### config.mk
export PLATFORM = sky130hd
export DESIGN_NAME = synapse_current
export DESIGN_NICKNAME = d
export VERILOG_FILES = /design/src/rtl/synapse_current.sv
export SDC_FILE = /design/constraint.sdc
export NUM_CORES = 1
export LEC_CHECK = 0
export CORE_MARGIN = 4
export CORE_UTILIZATION = 30
export DETAILED_ROUTE_END_ITERATION = 6
export DONT_BUFFER_PORTS = 1
export PLACE_DENSITY = 0.48
export SLEW_MARGIN = 20
export SYNTH_ARGS = -nofsm -noshare
export SYNTH_HDL_FRONTEND = slang
export SYNTH_SLANG_ARGS = --single-unit
### constraint.sdc
create_clock -name clk -period 3.6 [get_ports clk]
set_clock_uncertainty 0.15 [all_clocks]
set_input_delay 0.36 -clock clk [delete_from_list [all_inputs] [get_ports clk]]
set_output_delay 0.36 -clock clk [all_outputs]
set_load 0.005 [all_outputs]
### src/rtl/synapse_current.sv
`default_nettype none
// ============================================================================
// Module      : synapse_current
// Description : Postsynaptic current generator. Delivered presynaptic spikes
//               (after a programmable axonal delay) inject the stored synaptic
//               weight into a saturating current register that decays
//               exponentially on a prescaled tick.
// Revision    : 1.0 - initial release
// ============================================================================
module synapse_current #(
  parameter int MAX_DELAY    = 15,
  parameter int DECAY_SHIFT  = 3,
  parameter int DECAY_PERIOD = 4
) (
  input  logic       clk,
  input  logic       rst_n,
  input  logic       en,
  input  logic       pre_spike,
  input  logic [7:0] weight,
  input  logic       weight_valid,
  input  logic [3:0] delay,
  output logic [7:0] current,
  output logic       psc_active,
  output logic       spike_dropped
);

  localparam int         PW       = (DECAY_PERIOD > 1) ? $clog2(DECAY_PERIOD) : 1;
  localparam logic [3:0] MAXD     = 4'(MAX_DELAY);
  localparam logic [PW-1:0] LAST  = PW'(DECAY_PERIOD - 1);

  logic [7:0]           weight_reg;
  logic [3:0]           delay_reg;
  logic [MAX_DELAY-1:0] dl;
  logic [PW-1:0]        presc;

  logic                 decay_tick;
  logic                 d_spike;
  logic [7:0]           step;
  logic [7:0]           c_dec;
  logic [8:0]           sum;
  logic [7:0]           current_next;
  logic [3:0]           delay_clamped;
  logic                 line_empty;
  logic [MAX_DELAY:0]   dl_ext;

  // Decay, delivered-spike selection and saturating injection.
  always_comb begin
    decay_tick = (presc == LAST);
    d_spike    = pre_spike;
    if (delay_reg != 4'd0) begin
      d_spike = dl[delay_reg - 4'd1];
    end
    // Small currents still lose one LSB per tick so they always reach zero.
    step = current >> DECAY_SHIFT;
    if (step == 8'd0 && current != 8'd0) begin
      step = 8'd1;
    end
    c_dec = decay_tick ? (current - step) : current;
    sum   = {1'b0, c_dec} + {1'b0, weight_reg};
    current_next = c_dec;
    if (d_spike) begin
      current_next = sum[8] ? 8'hFF : sum[7:0];
    end
    delay_clamped = (delay > MAXD) ? MAXD : delay;
    // A new delay is only taken when nothing is in flight, so no spike is
    // lost or delivered twice by a tap change.
    line_empty    = (dl == '0) && !pre_spike;
    dl_ext        = {dl, pre_spike};
  end

  // All state advances only on enabled edges; reset clears everything at once.
  always_ff @(posedge clk or negedge rst_n) begin
    if (!rst_n) begin
      weight_reg    <= 8'd0;
      delay_reg     <= 4'd0;
      dl            <= '0;
      presc         <= '0;
      current       <= 8'd0;
      spike_dropped <= 1'b0;
    end else if (en) begin
      dl            <= dl_ext[MAX_DELAY-1:0];
      presc         <= decay_tick ? '0 : presc + 1'b1;
      current       <= current_next;
      spike_dropped <= d_spike & sum[8];
      if (weight_valid) begin
        weight_reg <= weight;
      end
      if (line_empty) begin
        delay_reg <= delay_clamped;
      end
    end else begin
      spike_dropped <= 1'b0;
    end
  end

  assign psc_active = (current != 8'd0);

endmodule
`default_nettype wire

==> results.tsv <==
stage	metric	value	unit
synth	Seq/Total Area, Yosys	0.400	
die	Die Y	97.0	um
power	Power, Total	3.00	mW
timing	hold_ws	0.0466	ns
status	status	finished, violations left	
global_routing	largest net degree at the start of global routing	39	
clocking	CTS clk-pin slew, worst paths	0.08	ns
synth	Syn Std Cell Area	0.00238	mm^2
die	Die X	97.0	um
critical_path	worst reg2reg startpoint	current[6]	
critical_path	R2R Path End	current[5]	
worst_hold_path	worst hold endpoint	delay_reg[0]	
layout	Ant. Diodes	0	
timing	Fin Setup TNS	-0.693	ns
timing	Max Fclk	264	MHz
critical_path	WP data arrival	3.80	ns
critical_path	CP Data Required Time	3.62	ns
critical_path	R2R depth	19	
layout	final cell count without fillers	355	
synth	Syn Nets	255	
layout	Final Util	0.385	
timing	Fin. Hold Viols	0	
clocking	CTS Sinks	38	
clocking	deepest clock path buffer count	2	
critical_path	CP top delay family	compound AO/OA/AOI/OAI gates	
routing	Initial DRC Count	87	
clocking	H-tree depth	2	
synth	Main synth FF type	dfrtp_1	
critical_path	worst-path fanout max	3	
place	gpl congestion	0.772	
synth	Post-synth EDFFs	0	
die	io pins	27	
die	Die ar.	0.00942	mm^2
timing	fin worst setup slack	-0.184	ns
clocking	root buf cell	clkbuf_8	
place	DP HPWL	3940	um
global_routing	All-Layer GR Usage	0.119	
place	pre-CTS setup slack	-0.281	ns
global_routing	initial antenna violation count	0	
routing	antenna viol nets, final	0	
worst_hold_path	Worst Hold Depth	2	
critical_path	CP peak stage delay	0.48	ns
timing	RSZ-0062 raised after global routing	yes	
clocking	Clk Latency, worst-skew pair	0.28	ns
flow_run	Max-Cap Viols	0	
place	DP Area	0.00271	mm^2
layout	share of layout cells above drive strength 1	0.391	
timing	headroom to the max-slew limit	0.699	
routing	vias per cell	4.89	
critical_path	worst-path cell chain	nor2_2 > nand3_2 > o21bai_1 > ha_2 > inv_2 > fa_2 > a21o_1 > a21oi_2 > xnor2_1 > nand2_1 > o21ai_4 > ha_4 > buf_6 > nand3_2 > o211ai_1 > nor2_1 > xnor2_1 > or4_1 > o311a_1	
status	failing checks	setup timing	
timing	slew of the pin with the lowest slew margin	0.452	ns
layout	synth-to-layout area growth	25.1	%
place	port bufs	0	
synth	Synth area leaders	dfrtp_1, mux2_2, ha_1	
routing	drt pass-1 iters	6	
synth	Synth cell types	43	
synth	syn avg cell area	10.8	um^2
layout	max reg flops	15	
layout	number of fill cells	771	
worst_hold_path	worst hold path class	in2reg	
place	placed cells	343	
power	VDD IR max	0.000385	V
die	Core ar.	0.00773	mm^2
routing	Post-route DRC	0	
synth	cell accounting for the most synthesized area	dfrtp_1	
die	Starting Density	0.308	
synth	Synth Warn #	0	
synth	count leader, synth	dfrtp_1	
power	Lkg Pwr	1.27	nW
routing	WL/cell	15.0	um
critical_path	critical setup path kind	reg2reg	
global_routing	vias in the first global route	1813	
timing	final setup violating endpoints	8	
critical_path	CP Capture Type	flop	
critical_path	number of cells on the critical path	19	
synth	register bit total from synthesis	38	
synth	Mapped Cells	220	
critical_path	Buf/Inv on CP	2	
timing	Max Slew Vio Count	0	
timing	Final min period	3.78	ns
synth	Synth top cells by count	dfrtp_1, mux2_2, nor2_1, ha_1, inv_1	
timing	fin crit share	1.05	
synth	ys async rst share	1.00	
routing	Vias	1736	
critical_path	slowest CP cell	or4_1	
layout	nets	288	
clocking	CTS tree	built	
worst_hold_path	min-delay src	delay[0]	
global_routing	first-pass GRT wire length	9100	um
layout	Finished Cell Area	0.00298	mm^2
power	Power Density	1010	mW/mm^2
clocking	Num CTS Buffers	5	
synth	top cell type's share of synthesized area	0.400	
die	row count	32	
routing	DRT Wirelength	5310	um
global_routing	GRT Residual Overflow	0	
critical_path	FF-to-FF setup slack	-0.18	ns
critical_path	crit start category	flop	
-- placed cells by master (no fill, tap or decap), types with 2 or more instances in the layout --
cell type / synthesis / layout
or3b_1: 2 / 2
a21oi_2: 0 / 3
a21o_1: 3 / 3
inv_1: 13 / 12
xnor2_2: 0 / 3
clkbuf_8: 0 / 5
nor2_1: 20 / 18
nand3_2: 0 / 3
mux2_2: 28 / 28
o21ai_0: 7 / 5
xnor2_1: 8 / 5
xor2_1: 3 / 3
dfrtp_1: 38 / 38
ha_1: 16 / 14
clkinv_2: 0 / 2
nor2_2: 0 / 2
fa_2: 0 / 2
buf_4: 0 / 30
o21a_1: 4 / 4
nand2_1: 10 / 9
mux4_2: 4 / 4
mux2i_1: 3 / 3
or4_1: 4 / 4
a21oi_1: 8 / 5
nor4_1: 3 / 3
o21bai_1: 2 / 2
nor3_1: 7 / 6
o311a_1: 3 / 3
o221a_4: 0 / 3
-- layout make-up --
| class | count | area, um^2 | area share |
|---|---|---|---|
| clock buffer | 5 | 68.8 | 0.0231 |
| clock inverter | 2 | 10.0 | 0.00336 |
| inverter | 13 | 48.8 | 0.0164 |
| multi-input combinational | 162 | 1500 | 0.505 |
| sequential | 38 | 951 | 0.320 |
| tap | 102 | 128 | 0.0429 |
| timing repair buffer | 33 | 267 | 0.0896 |
-- per-layer routing --
layer,part of all wire,up-vias,global-route usage
li1,-,872,-
met1,0.51,839,0.169
met2,0.44,23,0.177
met3,0.036,2,0.0310
met4,0.0079,0,0.0400
met5,0,-,0
-- worst reg2reg max path, cell delays in order, from the launching register on --
cell and delay, ns:
dfrtp_1 0.39, nor2_2 0.14, nand3_2 0.09, o21bai_1 0.14, ha_2 0.20, inv_2 0.04, fa_2 0.34, a21o_1 0.17
a21oi_2 0.17, xnor2_1 0.09, nand2_1 0.11, o21ai_4 0.09, ha_4 0.29, buf_6 0.10, nand3_2 0.05, o211ai_1 0.25
nor2_1 0.09, xnor2_1 0.15, or4_1 0.48, o311a_1 0.14
-- repair_timing --
item | 4_1_cts | 5_1_grt
buffers inserted | 3 | 2
endpoints found under the setup margin | 8 | 8
hold endpoints to repair | 38 | 0
gates resized for setup | 16 | 5
pin swaps | 25 | 13
hold buffers | 2 | 0
-- worst max path at each step --
| stage | startpoint | to |
|---|---|---|
| final | current[6] | current[5] |
| after global routing | current[6] | current[5] |
| after CTS | current[5] | current[5] |
| after detailed placement | current[6] | current[0] |
| after global placement | current[6] | current[7] |
| after floorplan | current[6] | current[0] |
-- where the power goes --
group / internal (mW) / switching [mW] / leakage [nW]
Combinational: 1.07 / 0.963 / 0.785
Sequential: 0.574 / 0.118 / 0.442
Clock: 0.130 / 0.149 / 0.0438
-- cells by family after synthesis --
| group | synth area share |
|---|---|
| muxes | 0.183 |
| adders and majority gates | 0.101 |
| buffers and inverters | 0.0326 |
| AOI/OAI and AO/OA | 0.119 |
| and+or+nand+nor | 0.124 |
| xor gates and xnor gates | 0.0405 |
| DFF | 0.400 |
Note: power is estimated with default switching activity, not from simulation.
